--- config.mk ---
export PLATFORM = sky130hd
export DESIGN_NAME = adau1761_i2c_sequencer
export DESIGN_NICKNAME = d
export VERILOG_FILES = /design/src/rtl/adau1761_i2c_pkg.sv /design/src/rtl/adau1761_i2c_sequencer_phase_timer.sv /design/src/rtl/adau1761_i2c_sequencer.sv
export SDC_FILE = /design/constraint.sdc
export NUM_CORES = 1
export LEC_CHECK = 0
export ABC_CLOCK_PERIOD_IN_PS = 3470
export CAP_MARGIN = 20
export CORE_MARGIN = 8
export CORE_UTILIZATION = 58
export DETAILED_ROUTE_END_ITERATION = 16
export DONT_BUFFER_PORTS = 1
export GPL_TIMING_DRIVEN = 1
export PLACE_DENSITY = 0.74
export SLEW_MARGIN = 15
export SYNTH_ARGS = -nofsm -noshare
export SYNTH_HDL_FRONTEND = slang
export SYNTH_SLANG_ARGS = --single-unit
--- constraint.sdc ---
create_clock -name clk -period 3.47 [get_ports clk]
set_clock_uncertainty 0.1 [all_clocks]
set_input_delay 0.347 -clock clk [delete_from_list [all_inputs] [get_ports clk]]
set_output_delay 0.347 -clock clk [all_outputs]
set_load 0.05 [all_outputs]
--- src/rtl/adau1761_i2c_pkg.sv ---
// Shared opcodes, FSM state codes and bus-phase helpers for the ADAU1761 I2C sequencer.
// Imported by adau1761_i2c_sequencer and its phase timer.
package adau1761_i2c_pkg;

    typedef logic [2:0] fsm_state_t;

    localparam fsm_state_t ST_FETCH      = 3'd0;
    localparam fsm_state_t ST_WAIT_ROM   = 3'd1;
    localparam fsm_state_t ST_DECODE     = 3'd2;
    localparam fsm_state_t ST_EXEC_START = 3'd3;
    localparam fsm_state_t ST_EXEC_BIT   = 3'd4;
    localparam fsm_state_t ST_EXEC_ACK   = 3'd5;
    localparam fsm_state_t ST_EXEC_STOP  = 3'd6;
    localparam fsm_state_t ST_EXEC_DELAY = 3'd7;

    typedef enum logic [1:0] {
        QTR_0,
        QTR_1,
        QTR_2,
        QTR_3
    } quarter_t;

    localparam logic [7:0] OP_STOP     = 8'hFF;
    localparam logic [7:0] OP_DELAY    = 8'hFE;
    localparam logic [1:0] OP_JUMP     = 2'b00;
    localparam logic [3:0] OP_SKIP_CLR = 4'b1000;
    localparam logic [3:0] OP_SKIP_SET = 4'b1001;
    localparam logic [3:0] OP_CLR      = 4'b1010;
    localparam logic [3:0] OP_SET      = 4'b1011;

    function automatic logic is_bus_state(input fsm_state_t state);
        return (state == ST_EXEC_START) || (state == ST_EXEC_BIT) ||
               (state == ST_EXEC_ACK)   || (state == ST_EXEC_STOP);
    endfunction

    // Returns {scl, sda_t} for a quarter of a bus step; SDA only moves while SCL is
    // low except for the START fall and STOP rise.
    function automatic logic [1:0] bus_pins(input fsm_state_t state, input quarter_t q,
                                            input logic data_bit);
        logic scl_high;
        logic [1:0] pins;
        scl_high = (q == QTR_1) || (q == QTR_2);
        pins = 2'b11;
        case (state)
            ST_EXEC_START: begin
                case (q)
                    QTR_0:   pins = 2'b11;
                    QTR_3:   pins = 2'b00;
                    default: pins = 2'b10;
                endcase
            end
            ST_EXEC_BIT: pins = {scl_high, data_bit};
            ST_EXEC_ACK: pins = {scl_high, 1'b1};
            ST_EXEC_STOP: begin
                case (q)
                    QTR_0:   pins = 2'b00;
                    QTR_1:   pins = 2'b10;
                    default: pins = 2'b11;
                endcase
            end
            default: pins = 2'b11;
        endcase
        return pins;
    endfunction

endpackage

--- src/rtl/adau1761_i2c_sequencer_phase_timer.sv ---
// Down-counter emitting a 1-clk tick every PERIOD clks while running; a load
// overrides the count so the same counter also times long DELAY instructions.
module i2c_phase_timer #(
    parameter int unsigned WIDTH  = 21,
    parameter int unsigned PERIOD = 250
) (
    input  logic             clk,
    input  logic             reset,
    input  logic             run,
    input  logic             load,
    input  logic [WIDTH-1:0] load_value,
    output logic             tick
);

    localparam logic [WIDTH-1:0] RELOAD = WIDTH'(PERIOD - 1);

    logic [WIDTH-1:0] count;

    assign tick = run && (count == '0);

    always_ff @(posedge clk) begin
        if (reset) begin
            count <= '0;
        end else if (load) begin
            count <= load_value;
        end else if (run) begin
            if (count == '0) begin
                count <= RELOAD;
            end else begin
                count <= count - 1'b1;
            end
        end
    end

endmodule

--- src/rtl/adau1761_i2c_sequencer.sv ---
// Fetch/decode engine running the ADAU1761 config ROM program as an open-drain I2C master.
// Optional macro ACK_RETRY_EN: on NACK, send STOP and replay the transaction from its opening WRITE.
module adau1761_i2c_sequencer #(
    parameter int unsigned CLK_DIV      = 250,
    parameter int unsigned DELAY_CYCLES = 2**20
) (
    input  logic        clk,
    input  logic        reset,
    output logic [9:0]  rom_address,
    input  logic [8:0]  rom_data,
    output logic        i2c_scl,
    input  logic        i2c_sda_i,
    output logic        i2c_sda_t,
    input  logic [15:0] inputs,
    output logic [15:0] outputs,
    output logic        busy,
    output logic        error
);

    import adau1761_i2c_pkg::*;

    localparam int unsigned MAX_LOAD = (DELAY_CYCLES > CLK_DIV) ? DELAY_CYCLES : CLK_DIV;
    localparam int unsigned TW       = $clog2(MAX_LOAD) + 1;
    localparam logic [TW-1:0] QTR_LOAD   = TW'(CLK_DIV - 1);
    localparam logic [TW-1:0] DELAY_LOAD = TW'(DELAY_CYCLES - 1);

    fsm_state_t  state, state_n;
    quarter_t    quarter, quarter_n;
    logic [9:0]  pc, pc_n;
    logic [9:0]  txn_pc, txn_pc_n;
    logic [7:0]  data, data_n;
    logic [2:0]  bit_idx, bit_idx_n;
    logic        busy_n, error_n;
    logic [15:0] flags_n;
    logic        retry_pend, retry_n;
    logic        ack_bit, ack_n;
    logic        scl_n, sda_n;
    logic        timer_run, timer_load, timer_tick;
    logic [TW-1:0] timer_value;
    logic [3:0]  idx;

    assign rom_address = pc;
    assign idx         = rom_data[3:0];
    assign timer_run   = is_bus_state(state) || (state == ST_EXEC_DELAY);

    i2c_phase_timer #(
        .WIDTH (TW),
        .PERIOD(CLK_DIV)
    ) u_timer (
        .clk       (clk),
        .reset     (reset),
        .run       (timer_run),
        .load      (timer_load),
        .load_value(timer_value),
        .tick      (timer_tick)
    );

    always_comb begin
        state_n     = state;
        quarter_n   = quarter;
        pc_n        = pc;
        txn_pc_n    = txn_pc;
        data_n      = data;
        bit_idx_n   = bit_idx;
        busy_n      = busy;
        error_n     = error;
        flags_n     = outputs;
        retry_n     = retry_pend;
        ack_n       = ack_bit;
        scl_n       = i2c_scl;
        sda_n       = i2c_sda_t;
        timer_load  = 1'b0;
        timer_value = QTR_LOAD;

        case (state)
            ST_FETCH:    state_n = ST_WAIT_ROM;
            ST_WAIT_ROM: state_n = ST_DECODE;
            ST_DECODE: begin
                state_n    = ST_FETCH;
                pc_n       = pc + 10'd1;
                quarter_n  = QTR_0;
                timer_load = 1'b1;
                if (rom_data[8]) begin
                    data_n    = rom_data[7:0];
                    bit_idx_n = 3'd7;
                    if (!busy) begin
                        state_n  = ST_EXEC_START;
                        busy_n   = 1'b1;
                        txn_pc_n = pc;
                    end else begin
                        state_n = ST_EXEC_BIT;
                    end
                end else if (rom_data[7:0] == OP_STOP) begin
                    if (busy) begin
                        state_n = ST_EXEC_STOP;
                    end
                end else if (rom_data[7:0] == OP_DELAY) begin
                    state_n     = ST_EXEC_DELAY;
                    timer_value = DELAY_LOAD;
                end else if (rom_data[7:6] == OP_JUMP) begin
                    pc_n = {1'b0, rom_data[5:0], 3'b000};
                end else begin
                    case (rom_data[7:4])
                        OP_SKIP_CLR: if (!inputs[idx]) pc_n = pc + 10'd2;
                        OP_SKIP_SET: if (inputs[idx])  pc_n = pc + 10'd2;
                        OP_CLR:      flags_n[idx] = 1'b0;
                        OP_SET:      flags_n[idx] = 1'b1;
                        default:     ;
                    endcase
                end
            end
            ST_EXEC_DELAY: begin
                if (timer_tick) begin
                    state_n = ST_FETCH;
                end
            end
            default: begin
                if (timer_tick) begin
                    if (quarter != QTR_3) begin
                        quarter_n = quarter_t'(quarter + 2'd1);
                        // End of the first SCL-high quarter is mid-high: sample ACK here.
                        if (state == ST_EXEC_ACK && quarter == QTR_1) begin
                            ack_n = i2c_sda_i;
                        end
                    end else begin
                        quarter_n = QTR_0;
                        case (state)
                            ST_EXEC_START: state_n = ST_EXEC_BIT;
                            ST_EXEC_BIT: begin
                                if (bit_idx == 3'd0) begin
                                    state_n = ST_EXEC_ACK;
                                end else begin
                                    bit_idx_n = bit_idx - 3'd1;
                                end
                            end
                            ST_EXEC_ACK: begin
                                state_n = ST_FETCH;
                                if (ack_bit) begin
                                    error_n = 1'b1;
`ifdef ACK_RETRY_EN
                                    state_n = ST_EXEC_STOP;
                                    retry_n = 1'b1;
`endif
                                end
                            end
                            default: begin
                                state_n = ST_FETCH;
                                busy_n  = 1'b0;
`ifdef ACK_RETRY_EN
                                if (retry_pend) begin
                                    pc_n    = txn_pc;
                                    retry_n = 1'b0;
                                end else begin
                                    error_n = 1'b0;
                                end
`endif
                            end
                        endcase
                    end
                end
            end
        endcase

        // Pins change only when a new quarter (or a new step) begins, otherwise they hold.
        if (is_bus_state(state_n) && (state_n != state || quarter_n != quarter)) begin
            {scl_n, sda_n} = bus_pins(state_n, quarter_n, data_n[bit_idx_n]);
        end
    end

    always_ff @(posedge clk) begin
        if (reset) begin
            state      <= ST_FETCH;
            quarter    <= QTR_0;
            pc         <= '0;
            txn_pc     <= '0;
            data       <= '0;
            bit_idx    <= '0;
            busy       <= 1'b0;
            error      <= 1'b0;
            outputs    <= '0;
            retry_pend <= 1'b0;
            ack_bit    <= 1'b0;
            i2c_scl    <= 1'b1;
            i2c_sda_t  <= 1'b1;
        end else begin
            state      <= state_n;
            quarter    <= quarter_n;
            pc         <= pc_n;
            txn_pc     <= txn_pc_n;
            data       <= data_n;
            bit_idx    <= bit_idx_n;
            busy       <= busy_n;
            error      <= error_n;
            outputs    <= flags_n;
            retry_pend <= retry_n;
            ack_bit    <= ack_n;
            i2c_scl    <= scl_n;
            i2c_sda_t  <= sda_n;
        end
    end

endmodule

==> run_results.csv, run 1 <==
group,metric,value,unit
status,status,"completed",
place,hpwl,8414,um
yosys,synth_top_cell_area_share,0.3088,
clocking,cts_root_buf,"clkbuf_8",
global_routing,grt_pass1_wl,20180,um
yosys,synth.largest_area_cell,"dfxtp_1",
cells_and_area,area_growth,8.317,%
global_routing,antenna_found_initial,0,
cells_and_area,antennaDiodeCount,0,
detailed_routing,drtAntennaViolNets,0,
hold_path,hold_depth,2,
timing,min_period_over_period,0.9365,
yosys,synth-seq-cells,68,
timing,slew_headroom,0.2416,
timing,maxSlewViolCount,0,
global_routing,grt.met1_usage,0.3063,
timing,clock.fmax,0.3077,GHz
cells_and_area,mostFrequentLayoutCells,"nor2_1 (68), dfxtp_1 (68), a21oi_1 (67), nand2_1 (66), o21ai_0 (33)",
timing,min_period,3250,ps
setup_path,max_stage_delay,500,ps
hold_path,hp-class,"in -> reg",
die,die_w,103.2,um
clocking,clk_pin_slew,80,ps
detailed_routing,vias,4422,
global_routing,grt_max_degree,60,
die,die_area,10650,um2
timing,fin_tns_setup,0,ps
clocking,clk_latency,360,ps
timing,hold_slack,22.59,ps
power_and_ir_drop,total_leakage_power,1.786,nW
setup_path,start_kind,"register",
setup_path,worstSetupPathType,"reg -> reg",
global_routing,grt-busiest-layer,"met2",
detailed_routing,drt_iter0_drc,309,
die,start_util,0.6045,
yosys,synth_area_leaders,"dfxtp_1 (31%), a21oi_1 (7.6%), nor2_1 (5.8%), nand2_1 (5.6%), o21ai_0 (3.7%)",
setup_path,crit_path_cell_trace,"nor4_2 > nand4_1 > nor4b_4 > mux2_4 > and2_1 > o211a_1 > o41ai_2 > a41oi_1",
setup_path,crit_arrival,3360,ps
clocking,tritoncts,"built",
setup_path,critPathCaptureType,"register",
global_routing,grt_use_met3,0.06894,
timing,worst_pin_slew,1132,ps
clocking,cts_buffer_depth,2,
setup_path,crit_slowest_cell,"nor4_2",
power_and_ir_drop,powerDensity,488.7,nW/um2
yosys,synthCells,582,
yosys,synth_edf_count,0,
yosys,synth-async-reset-ratio,0,
cells_and_area,fillers,666,
cells_and_area,fin_nets,613,
die,fp-row-count,31,
cells_and_area,layout-drive-gt1-share,0.08808,
run,max_cap_violations,0,
global_routing,overflow,0,
timing,finalHoldViolations,0,
yosys,syn_nets,621,
yosys,syn_area_per_cell,7.574,um2
die,core,7292,um2
global_routing,grt_usage,0.2375,
detailed_routing,firstDrtPassIters,5,
global_routing,grt_pass1_vias,4103,
detailed_routing,routed_wl,12050,um
place,routabilityCongestion,0.9350,
detailed_routing,drcViolationCount,0,
power_and_ir_drop,peakVddDrop,330.6,uV
yosys,ys.warnings.count,0,
clocking,cts_made_buffers,9,
detailed_routing,via_per_inst,6.522,
yosys,synthFlopType,"dfxtp_1",
setup_path,r2r_cells,8,
setup_path,crit_fanout,8,
die,io_pins,58,
global_routing,use_met2,0.3782,
die,fp.dieH,103.2,um
place,portBuffers,0,
yosys,syn_area,4408,um2
setup_path,crit_required,3580,ps
clocking,clock-sinks,68,
clocking,htree_num_levels,3,
yosys,seq_area_frac_synth,0.3088,
yosys,synthDistinctLibCells,71,
timing,rsz0062_at_grt,"false",
detailed_routing,wl_per_cell,17.77,um
timing,finalSetupViolCount,0,
[routing by layer]
layer,vias up,share of wire
li1,2125,-
met1,2072,0.43
met2,199,0.47
met3,26,0.088
met4,0,0.018
met5,-,0
[cell type report]
| type | count | area (um2) | area share |
|---|---|---|---|
| clock inverters | 6 | 95.09 | 0.01992 |
| clock buffers | 10 | 137.6 | 0.02883 |
| flip-flops and latches | 68 | 1361 | 0.2851 |
| repair buffers | 16 | 140.1 | 0.02935 |
| multi-input cells | 461 | 2849 | 0.5967 |
| well taps | 99 | 123.9 | 0.02594 |
| inverters | 18 | 67.56 | 0.01415 |
[power by group]
| part | internal, mW | switching (mW) | total, mW | leakage [nW] |
|---|---|---|---|---|
| combinational | 0.240 | 0.397 | 0.637 | 1.12 |
| sequential | 0.834 | 0.0978 | 0.932 | 0.552 |
| clock | 0.430 | 0.334 | 0.765 | 0.117 |
| total | 1.50 | 0.829 | 2.33 | 1.79 |
[worst max-delay path, delay by kind of cell (launching register included)]
| family | cells | cell delay, ps |
|---|---|---|
| DFF | 1 | 380 |
| and+or+nand+nor | 4 | 1380 |
| muxes | 1 | 380 |
| AOI/OAI and AO/OA | 3 | 870 |
[cells in the mapped netlist (3+ instances only)]
| cell | number |
|---|---|
| dfxtp_1 | 68 |
| nor2_1 | 68 |
| a21oi_1 | 67 |
| nand2_1 | 66 |
| o21ai_0 | 33 |
| clkbuf_1 | 32 |
| nor3_1 | 22 |
| inv_1 | 18 |
| nand3_1 | 16 |
| a31oi_1 | 13 |
| mux2i_1 | 13 |
| ha_1 | 11 |
| o22ai_1 | 9 |
| or3_1 | 9 |
| nor2b_1 | 8 |
| and3_1 | 7 |
| nand4_1 | 7 |
| o21a_1 | 7 |
| and2_1 | 6 |
| o31ai_1 | 6 |
| nand2b_1 | 5 |
| xnor2_1 | 5 |
| a211oi_1 | 4 |
| nor3b_1 | 4 |
| nor4_1 | 4 |
| a221oi_1 | 3 |
| a41oi_1 | 3 |
| and3b_1 | 3 |
| mux4_2 | 3 |
| o2111ai_1 | 3 |
| o211a_1 | 3 |
| o41ai_1 | 3 |
[repair_timing]
| action | CTS | global route |
|---|---|---|
| endpoints found under the setup margin | 0 | 2 |
| hold buffers | 1 | 0 |
| buffers inserted | 0 | 0 |
| gates resized for setup | 0 | 2 |
| hold endpoints to repair | 59 | 0 |
[through the flow]
step	utilization	power, mW	cell area (um2)	std cells	worst slack (ps)
after floorplan	-	1.425	4408	582	640.2
after global placement	0.6172	1.534	4501	661	405.2
after detailed placement	0.6172	1.552	4501	661	251.4
after CTS	0.6529	2.328	4761	678	207.8
after global routing	0.6548	2.467	4775	678	30.80
final	0.6548	2.333	4775	678	220.5
[cell families (layout without fill, tap and decap cells)]
logic type | count (synthesis) | after routing | share of synthesized area
muxes | 19 | 19 | 0.06017
buffers and inverters | 53 | 50 | 0.04797
xor gates and xnor gates | 8 | 8 | 0.01760
DFF | 68 | 68 | 0.3088
AOI/OAI and AO/OA | 183 | 183 | 0.2600
and+or+nand+nor | 240 | 240 | 0.2742
adders and majority gates | 11 | 11 | 0.03122
[final timing paths]
check              startpoint         to  slack [ps]
max          u_timer.count[8]  i2c_sda_t         220
min               rom_data[4]    data[4]          20
max reg2reg  u_timer.count[8]  i2c_sda_t         220
min reg2reg           data[4]    data[4]         360
(Power assumes the default switching activity.)
==> run 2, diff against run 1 <==
--- a/config.mk
+++ b/config.mk
@@ -6,9 +6,9 @@
 export NUM_CORES = 1
 export LEC_CHECK = 0
 export ABC_CLOCK_PERIOD_IN_PS = 3470
-export CAP_MARGIN = 20
-export CORE_MARGIN = 8
+export CORE_MARGIN = 5
 export CORE_UTILIZATION = 58
+export CTS_BUF_LIST = sky130_fd_sc_hd__clkbuf_8 sky130_fd_sc_hd__clkbuf_16
 export DETAILED_ROUTE_END_ITERATION = 16
 export DONT_BUFFER_PORTS = 1
 export GPL_TIMING_DRIVEN = 1
==> run_results.csv, run 2 (synthesis gave the netlist of run 1 again) <==
group,metric,value,unit
setup_path,crit_required,3660,ps
die,start_util,0.6013,
die,fp-row-count,31,
place,hpwl,8048,um
timing,fin_ws,329.8,ps
timing,hold_slack,14.91,ps
cells_and_area,area_growth,7.125,%
timing,maxSlewViolCount,0,
die,die_w,97.18,um
timing,rsz0062_at_grt,"false",
detailed_routing,drt_iter0_drc,243,
die,io_pins,58,
clocking,cts_buffer_depth,2,
power_and_ir_drop,peakVddDrop,352.7,uV
hold_path,hp-class,"in -> reg",
setup_path,crit_fanout,8,
detailed_routing,vias,4330,
clocking,cts_root_buf,"clkbuf_8",
clocking,cts_made_buffers,9,
cells_and_area,mostFrequentLayoutCells,"nor2_1 (68), dfxtp_1 (68), a21oi_1 (67), nand2_1 (66), o21ai_0 (33)",
setup_path,r2r_cells,12,
setup_path,start_kind,"register",
detailed_routing,wl_per_cell,17.27,um
global_routing,grt_pass1_vias,3993,
die,die_area,9443,um2
clocking,clock-sinks,68,
setup_path,crit_arrival,3330,ps
setup_path,worstSetupPathType,"reg -> reg",
timing,finalSetupViolCount,0,
cells_and_area,final_cells,675,
place,portBuffers,0,
cells_and_area,final_cell_area,4722,um2
setup_path,r2r_slack,330,ps
timing,fin_tns_setup,0,ps
setup_path,r2r-end,"i2c_scl",
hold_path,hold_depth,2,
detailed_routing,drtAntennaViolNets,0,
detailed_routing,firstDrtPassIters,4,
place,place_area,4478,um2
global_routing,grt_pass1_wl,19640,um
timing,min_period,3140,ps
timing,clock.fmax,0.3184,GHz
cells_and_area,layout-drive-gt1-share,0.07986,
clocking,clk_pin_slew,90,ps
global_routing,antenna_found_initial,0,
die,fp.dieH,97.18,um
cells_and_area,antennaDiodeCount,0,
detailed_routing,via_per_inst,6.415,
timing,slew_headroom,0.2040,
global_routing,grt_max_degree,60,
cells_and_area,fin_util,0.6441,
global_routing,overflow,0,
detailed_routing,drcViolationCount,0,
setup_path,rr_startpoint,"u_timer.count[8]",
run,max_cap_violations,0,
hold_path,worstHoldStart,"rom_data[6]",
timing,min_period_over_period,0.9050,
hold_path,whs_endpoint,"data[6]",
place,place_ws,302.2,ps
clocking,tritoncts,"built",
place,dpl.cell_count,658,
timing,finalHoldViolations,0,
power_and_ir_drop,total_leakage_power,1.748,nW
detailed_routing,routed_wl,11660,um
clocking,clk_latency,360,ps
power_and_ir_drop,p_total,2.265,mW
power_and_ir_drop,powerDensity,479.8,nW/um2
clocking,postCtsSetupBuffers,0,
timing,worst_pin_slew,1188,ps
clocking,htree_num_levels,3,
status,status,"completed",
die,core,7331,um2
setup_path,critPathCaptureType,"register",
global_routing,grt_usage,0.2461,
place,routabilityCongestion,0.9767,
cells_and_area,fin_nets,610,
-- run 2: final cells by class --
cell class | count | area, um2
Multi-Input combinational cell | 461 | 2844
Inverter | 18 | 67.56
Clock buffer | 9 | 123.9
Clock inverter | 7 | 83.83
Timing Repair Buffer | 13 | 117.6
Tap cell | 99 | 123.9
Fill cell | 645 | 2609
Sequential cell | 68 | 1361
-- run 2: how the worst max path moves through the flow --
stage | slack, ps | start | endpoint | cells past startpoint
detailed placement | 300 | u_timer.count[8] | i2c_scl | 12
global route | 60 | u_timer.count[8] | i2c_scl | 13
global placement | 410 | u_timer.count[8] | i2c_scl | 12
finish | 330 | u_timer.count[8] | i2c_scl | 12
floorplan | 640 | u_timer.count[8] | i2c_scl | 13
CTS | 300 | u_timer.count[8] | i2c_scl | 12
-- run 2: routing by layer --
metal / wire, um / global-route usage / vias up / share of wire
met2: 5307 / 0.3763 / 165 / 0.46
met3: 1000 / 0.06102 / 18 / 0.086
li1: - / - / 2112 / -
met5: 0 / 0 / - / 0
met4: 175 / 0.07343 / 0 / 0.015
met1: 5175 / 0.3425 / 2035 / 0.44
-- run 2: where the power goes --
group / leakage, nW / total [mW] / internal (mW) / switching [mW]
logic: 1.09 / 0.625 / 0.239 / 0.386
clock network: 0.102 / 0.699 / 0.344 / 0.355
registers: 0.552 / 0.941 / 0.834 / 0.108
-- run 2: worst max-delay path: stages (launching register included) --
cell       delay, ps
dfxtp_1          390
nor4_4           400
and4_1           330
nand2_1          180
a21o_1           220
a221oi_1         520
inv_1            100
ha_1             200
and4b_1          230
mux2i_1           70
o2bb2ai_1        150
mux2i_1           80
nand2_1          100
-- run 2: timing repair --
item,in CTS,in global routing
hold endpoints to repair,59,0
resized for setup,0,1
setup endpoints to repair,0,1
hold buffers,1,0
==> run 3, diff against run 2 <==
--- a/config.mk
+++ b/config.mk
@@ -13,7 +13,9 @@
 export DONT_BUFFER_PORTS = 1
 export GPL_TIMING_DRIVEN = 1
 export PLACE_DENSITY = 0.74
+export RECOVER_POWER = 50
 export SLEW_MARGIN = 15
 export SYNTH_ARGS = -nofsm -noshare
 export SYNTH_HDL_FRONTEND = slang
 export SYNTH_SLANG_ARGS = --single-unit
+export TNS_END_PERCENT = 1
==> run_results.csv, run 3 (synthesis gave the netlist of run 1 again) <==
group,metric,value,unit
detailed_routing,via_per_inst,6.452,
run,max_cap_violations,0,
global_routing,grt_max_degree,60,
detailed_routing,routed_wl,11610,um
timing,maxSlewViolCount,0,
clocking,clk_pin_slew,90,ps
cells_and_area,fin_nets,610,
clocking,clock-sinks,68,
timing,fin_ws,370.6,ps
setup_path,crit_arrival,3290,ps
setup_path,critPathCaptureType,"register",
clocking,htree_num_levels,3,
global_routing,grt_usage,0.2461,
cells_and_area,mostFrequentLayoutCells,"nor2_1 (68), dfxtp_1 (68), a21oi_1 (67), nand2_1 (66), o21ai_0 (33)",
detailed_routing,drtAntennaViolNets,0,
place,portBuffers,0,
place,dpl.cell_count,658,
setup_path,path_delay_family,"simple AND/OR/NAND/NOR gates",
status,status,"completed",
die,die_area,9443,um2
detailed_routing,drt_iter0_drc,274,
timing,finalHoldViolations,0,
detailed_routing,firstDrtPassIters,5,
die,fp-row-count,31,
setup_path,cp_num_buf_inv,1,
die,io_pins,58,
clocking,cts_made_buffers,9,
cells_and_area,final_cells,675,
setup_path,max_stage_delay,510,ps
detailed_routing,drcViolationCount,0,
setup_path,crit_fanout,8,
place,hpwl,8048,um
setup_path,crit_required,3660,ps
global_routing,grt_pass1_vias,3993,
timing,min_period,3099,ps
place,place_area,4478,um2
timing,finalSetupViolCount,0,
die,start_util,0.6013,
cells_and_area,fillers,650,
die,core,7331,um2
setup_path,worstSetupPathType,"reg -> reg",
clocking,tritoncts,"built",
power_and_ir_drop,peakVddDrop,352.8,uV
global_routing,antenna_found_initial,0,
clocking,clk_latency,360,ps
die,die_w,97.18,um
setup_path,crit_path_cell_trace,"nor4_4 > and4_1 > nand2_1 > a21o_1 > a221oi_1 > inv_1 > ha_1 > and4b_1 > mux2i_1 > o2bb2ai_1 > mux2i_1 > nand2_1",
cells_and_area,multi_input_area,2834,um2
timing,fin_tns_setup,0,ps
place,routabilityCongestion,0.9767,
cells_and_area,area_growth,6.557,%
setup_path,crit_slowest_cell,"a221oi_1",
global_routing,grt_pass1_wl,19640,um
timing,rsz0062_at_grt,"false",
cells_and_area,final-seq-area,1361,um2
hold_path,hp-class,"in -> reg",
clocking,cts_buffer_depth,2,
die,fp.dieH,97.18,um
global_routing,overflow,0,
timing,clock.fmax,0.3226,GHz
setup_path,start_kind,"register",
timing,worst_pin_slew,1205,ps
detailed_routing,wl_per_cell,17.21,um
power_and_ir_drop,powerDensity,480.7,nW/um2
cells_and_area,layout-drive-gt1-share,0.06944,
detailed_routing,vias,4355,
cells_and_area,antennaDiodeCount,0,
timing,slew_headroom,0.1926,
cells_and_area,final_cell_area,4697,um2
timing,min_period_over_period,0.8932,
clocking,cts_root_buf,"clkbuf_8",
timing,hold_slack,13.78,ps
power_and_ir_drop,total_leakage_power,1.722,nW
place,place_ws,302.2,ps
## run 3: cell count changes in the layout (fill, tap and decap cells not counted)
cell | previous run | this run
and2_0 | 0 | 2
and2_1 | 6 | 5
and2_4 | 1 | 0
buf_4 | 12 | 8
clkbuf_1 | 0 | 4
xnor2_1 | 5 | 6
xnor2_2 | 1 | 0
## run 3: worst paths after layout
kind / cells past startpoint / from / slack, ps / to
max: 12 / u_timer.count[8] / 370 / i2c_scl
min: 2 / rom_data[6] / 10 / data[6]
max reg2reg: 12 / u_timer.count[8] / 370 / i2c_scl
min reg2reg: 2 / data[2] / 360 / data[2]
## run 3: timing repair
item                                    CTS  global route
endpoints found under the setup margin    0             1
buffers inserted                          0             0
hold buffers                              1             0
resized for setup                         0             1
hold endpoints to repair                 59             0
## run 3: cell type report
class / count / area share
Clock buffer: 9 / 0.02637
Clock inverter: 7 / 0.01785
Inverter: 18 / 0.01438
Timing Repair Buffer: 13 / 0.02184
Sequential cell: 68 / 0.2898
Tap cell: 99 / 0.02637
Multi-Input combinational cell: 461 / 0.6034
## run 3: worst reg2reg max path: stages, from the launching register on
cell and delay [ps]:
dfxtp_1 390, nor4_4 390, and4_1 330, nand2_1 180, a21o_1 220, a221oi_1 510, inv_1 100, ha_1 200
and4b_1 230, mux2i_1 70, o2bb2ai_1 140, mux2i_1 80, nand2_1 100
## run 3: stage by stage
step | utilization | power (mW)
6_report | 0.6407 | 2.258
5_1_grt | 0.6407 | 2.393
4_1_cts | 0.6429 | 2.256
3_5_place_dp | 0.6109 | 1.547
3_3_place_gp | 0.6109 | 1.532
2_1_floorplan | - | 1.425
## run 3: power breakdown
group	switching [mW]	leakage (nW)	internal [mW]
registers	0.107	0.552	0.834
logic	0.384	1.07	0.235
clock network	0.354	0.102	0.344
total	0.844	1.72	1.41
## run 3: metal layers
layer  track usage  share of wire
met1        0.3425           0.44
met2        0.3763           0.46
met3       0.06102          0.091
met4       0.07343          0.017
met5             0              0
==> edit 1, RTL diff (settings of run 3) <==
Reset style: asynchronous (`reset`), changed in 2 clocked blocks.
--- a/src/rtl/adau1761_i2c_sequencer_phase_timer.sv
+++ b/src/rtl/adau1761_i2c_sequencer_phase_timer.sv
@@ -20,3 +20,3 @@
 
-    always_ff @(posedge clk) begin
+    always_ff @(posedge clk or posedge reset) begin
         if (reset) begin
--- a/src/rtl/adau1761_i2c_sequencer.sv
+++ b/src/rtl/adau1761_i2c_sequencer.sv
@@ -169,3 +169,3 @@
 
-    always_ff @(posedge clk) begin
+    always_ff @(posedge clk or posedge reset) begin
         if (reset) begin
Function: differs if reset is asserted again (counterexample within 4 cycles, from zero or initial values and one cycle with reset high); with reset held inactive, the same outputs for 10 cycles.
==> edit 1 against run 3 <==
- the flow now finishes with violations (capacitance limit, slew limit)
- cell area is 6.0% higher
- synthesized area up 5.9%
- wire length hardly changed
- global-route usage is 0.45 points lower
- setup slack lost 0.17 ns
- sequential cell count unchanged
- critical endpoint is now i2c_scl
- highest routed layer unchanged
Power is not compared: it rests on default switching activity, and its combinational part moved more than twofold at a synthesized area within 25%.
==> edit 1: results (changes against run 3) <==
grt:
  met3_usage: 0.0512  # was 0.0610
  grt_use_total: 0.242  # was 0.246
  grt_pass1_wl_mm: 19.3  # was 19.6 mm
  use_met2: 0.394  # was 0.376
  gr-usage-met1: 0.318  # was 0.343
finish:
  final_cells: 644  # was 675
  drive_above_1_share: 0.146  # was 0.0694
  num-nets-final: 577  # was 610
placement:
  post-place-ws_ns: 0.144  # was 0.302 ns
  post_dp_cell_area_um2: 4780  # was 4480 µm²
  dp.cells: 626  # was 658
  dp_hpwl_mm: 8.55  # was 8.05 mm
critical_path:
  ff2ff_setup_slack_ns: 0.20  # was 0.37 ns
  cpMaxStageDelayCell: "or4_1"  # was a221oi_1
  startpoint: "u_timer.count[0]"  # was u_timer.count[8]
  r2r_end: "i2c_scl"  # unchanged
  slowest_delay_ns: 0.42  # was 0.51 ns
  worst-path-max-fanout: 9  # was 8
synth:
  synthTopCellsByArea: "dfrtp_1, nand2_1, o21ai_0"  # was dfxtp_1, a21oi_1, nor2_1
  syn_area_per_cell_um2: 8.65  # was 7.57 µm²
  synthFlopType: "dfrtp_1"  # was dfxtp_1
min_path:
  worstHoldStart: "rom_data[2]"  # was rom_data[6]
  hold_end: "data[2]"  # was data[6]
routing:
  wl_per_cell_um: 18.0  # was 17.2 µm
  wirelength_mm: 11.6  # about the same
  drtIter0Drc: 290  # was 274
sta:
  maxSlewViolCount: 45  # was 0
run:
  cap_violations: 1  # was 0
run_status:
  run_status: "finished, violations left"  # was finished, final reports clean
  violations: "capacitance limit, slew limit"
edit 1: cell count changes in the layout (fill, tap and decap cells not counted), moves of 10 or more:
cell	before	now
a21oi_1	67	27
o21ai_0	33	48
nand2_1	66	76
dfxtp_1	68	0
nor2_1	68	50
mux2i_1	13	2
mux2_2	0	20
dfrtp_1	0	66
edit 1: worst max-delay path by stage:
| stage | to | slack (ns) | depth (start not counted) |
|---|---|---|---|
| final | i2c_scl | 0.20 | 14 |
| after global routing | i2c_sda_t | 0.004 | 14 |
| after CTS | i2c_sda_t | 0.12 | 15 |
| after detailed placement | i2c_sda_t | 0.14 | 15 |
| after global placement | i2c_sda_t | 0.33 | 15 |
| after floorplan | i2c_scl | 0.35 | 13 |
edit 1: kinds of logic after synthesis:
group | after synthesis | share of synthesized area
buffers and inverters | 50 | 0.0437
DFF | 68 | 0.365
adders and majority gates | 12 | 0.0322
muxes | 28 | 0.0799
AOI/OAI and AO/OA | 138 | 0.204
xor gates and xnor gates | 7 | 0.0147
and+or+nand+nor | 237 | 0.260
edit 1: area by class of cell:
| cell class | count | area (µm²) |
|---|---|---|
| fill | 690 | 2790 |
| tap | 102 | 128 |
| sequential | 68 | 1700 |
| timing repair buffer | 18 | 129 |
| inverter | 18 | 67.6 |
| multi-input combinational | 422 | 2770 |
| clock buffer | 10 | 138 |
| clock inverter | 6 | 41.3 |
edit 1: timing repair:
item,4_1_cts,5_1_grt
buffers inserted,0,0
endpoints found under the hold margin,7,0
gates resized for setup,0,3
hold buffers,2,0
setup endpoints to repair,0,2
edit 1: layer usage:
layer,wire length [µm],up-vias
met3,870,20
met2,5690,138
met1,4870,2001
met5,0,-
li1,-,1974
met4,192,0
==> edit 2, RTL diff (config.mk and constraints of run 3) <==
Made on the original files. Add a define of `ACK_RETRY_EN`.
--- a/src/rtl/adau1761_i2c_sequencer.sv
+++ b/src/rtl/adau1761_i2c_sequencer.sv
@@ -2,2 +2,4 @@
 // Optional macro ACK_RETRY_EN: on NACK, send STOP and replay the transaction from its opening WRITE.
+`define ACK_RETRY_EN
+
 module adau1761_i2c_sequencer #(
Formal check against the unedited RTL: same outputs for any inputs over 4 cycles, from zero or initial values and one cycle with reset high; that may be too few to reach the edited logic, so the function may still have changed.
==> edit 2 against run 3 <==
- wire length is 25% higher
- synthesized area up 14%
- hold slack gained 0.016 ns
- maximum frequency is 6.7% lower
- via count is 22% higher
- cell area is 16% higher
- first-iteration DRC count is 40% higher
- sequential cell count is 11 higher
- setup slack got worse by 0.22 ns
- synthesized cell count is 19% higher
- critical endpoint unchanged
Power is not compared: it rests on default switching activity, and its combinational part moved more than twofold at a synthesized area within 25%.
==> edit 2: results (changes against run 3) <==
placement:
  post-place-ws_ns: 0.0830  # was 0.302 ns
  gp_congestion: 0.936  # was 0.977
  dp_hpwl_mm: 9.89  # was 8.05 mm
  dp.cells: 785  # was 658
  post_dp_cell_area_um2: 5210  # was 4480 µm²
finish:
  multi_input_gates: 554  # was 461
  multi_input_area_um2: 3240  # was 2830 µm²
  regArea_um2: 1580  # was 1360 µm²
  clkbuf_count: 9  # unchanged
  design.seq.count: 79  # was 68
  inv_count: 16  # was 18
  clk_share: 0.0431  # was 0.0442
  final_util: 0.635  # was 0.641
  drive_above_1_share: 0.0851  # was 0.0694
  buf_share: 0.0374  # was 0.0218
  fill_cells: 799  # was 650
  num-nets-final: 729  # was 610
  nNonClkBuffers: 29  # was 13
synth:
  muxShareOfSynthArea: 0.0380  # was 0.0602
  synth_xor_area_frac: 0.0209  # was 0.0176
  synth_adder_area_share: 0.0298  # was 0.0312
  synth_common_cells: "nand2_1, a21oi_1, dfxtp_1, nor2_1, o21ai_0"  # was dfxtp_1, nor2_1, a21oi_1, nand2_1, o21ai_0
  seq_area_frac_synth: 0.314  # was 0.309
  synth_cells: 694  # was 582
  async_reset_ff_frac: 0  # unchanged
  synthTopCellsByArea: "dfxtp_1, a21oi_1, nand2_1"  # was dfxtp_1, a21oi_1, nor2_1
  synth-compound-area-share: 0.250  # was 0.260
sta:
  period_needed_ns: 3.32  # was 3.10 ns
  whs_ns: 0.0294  # was 0.0138 ns
  worst_slew_pin_slew_ns: 1.08  # was 1.21 ns
grt:
  grt_use_total: 0.279  # was 0.246
  grt_max_degree: 75  # was 60
  use_met2: 0.464  # was 0.376
  met3_usage: 0.0590  # was 0.0610
  gr-usage-met1: 0.347  # was 0.343
  grt_pass1_vias: 5075  # was 3993
  grt_pass1_wl_mm: 23.9  # was 19.6 mm
routing:
  wl_per_cell_um: 18.2  # was 17.2 µm
  drtIter0Drc: 383  # was 274
  m1WireLength_mm: 5.89  # was 5.07 mm
  ant_nets: 0  # unchanged
  dr_total_vias: 5305  # was 4355
  wl_met2_mm: 6.99  # was 5.29 mm
  dr.pass1.iters: 6  # was 5
  dr_wl_met3_mm: 1.22  # was 1.06 mm
  wirelength_mm: 14.5  # was 11.6 mm
clocking:
  clk_latency_ns: 0.36  # about the same
critical_path:
  cpMaxStageDelayCell: "or4b_4"  # was a221oi_1
  ff2ff_setup_slack_ns: 0.15  # was 0.37 ns
  ff2ff_path_depth: 13  # was 12
  worst-path-max-fanout: 7  # was 8
  arrival_ns: 3.52  # was 3.29 ns
  startpoint: "u_timer.count[0]"  # was u_timer.count[8]
  slowest_delay_ns: 0.52
  timing.rr.start: "u_timer.count[0]"  # was u_timer.count[8]
min_path:
  hold_end: "data[7]"  # was data[6]
  worstHoldStart: "rom_data[7]"  # was rom_data[6]
run_status:
  run_status: "finished, final reports clean"  # unchanged
power_and_ir_drop:
  powerClk_mw: 0.829
-- edit 2: cell count changes in the layout (fill, tap and decap cells not counted), sizes merged, moves of 8 or more --
cell,before,now
nand2,66,98
buf,9,20
dfxtp,68,79
nand3,16,29
nor4,7,15
o21ai,34,51
a21oi,68,81
nand4,7,17
-- edit 2: kinds of logic (layout without fill, tap and decap cells) --
family | count (synthesis) | in the layout
flip-flops | 79 | 79
AO/OA/AOI/OAI | 207 | 207
buffers and inverters | 61 | 60
adder cells (fa/ha/maj) | 12 | 12
multiplexers | 14 | 14
AND/OR/NAND/NOR | 309 | 309
XOR/XNOR | 12 | 12
-- edit 2: timing repair --
action	in CTS	in global routing
endpoints found under the setup margin	0	2
hold buffers	1	0
setup buffers	0	0
endpoints found under the hold margin	74	0
resized for setup	0	6
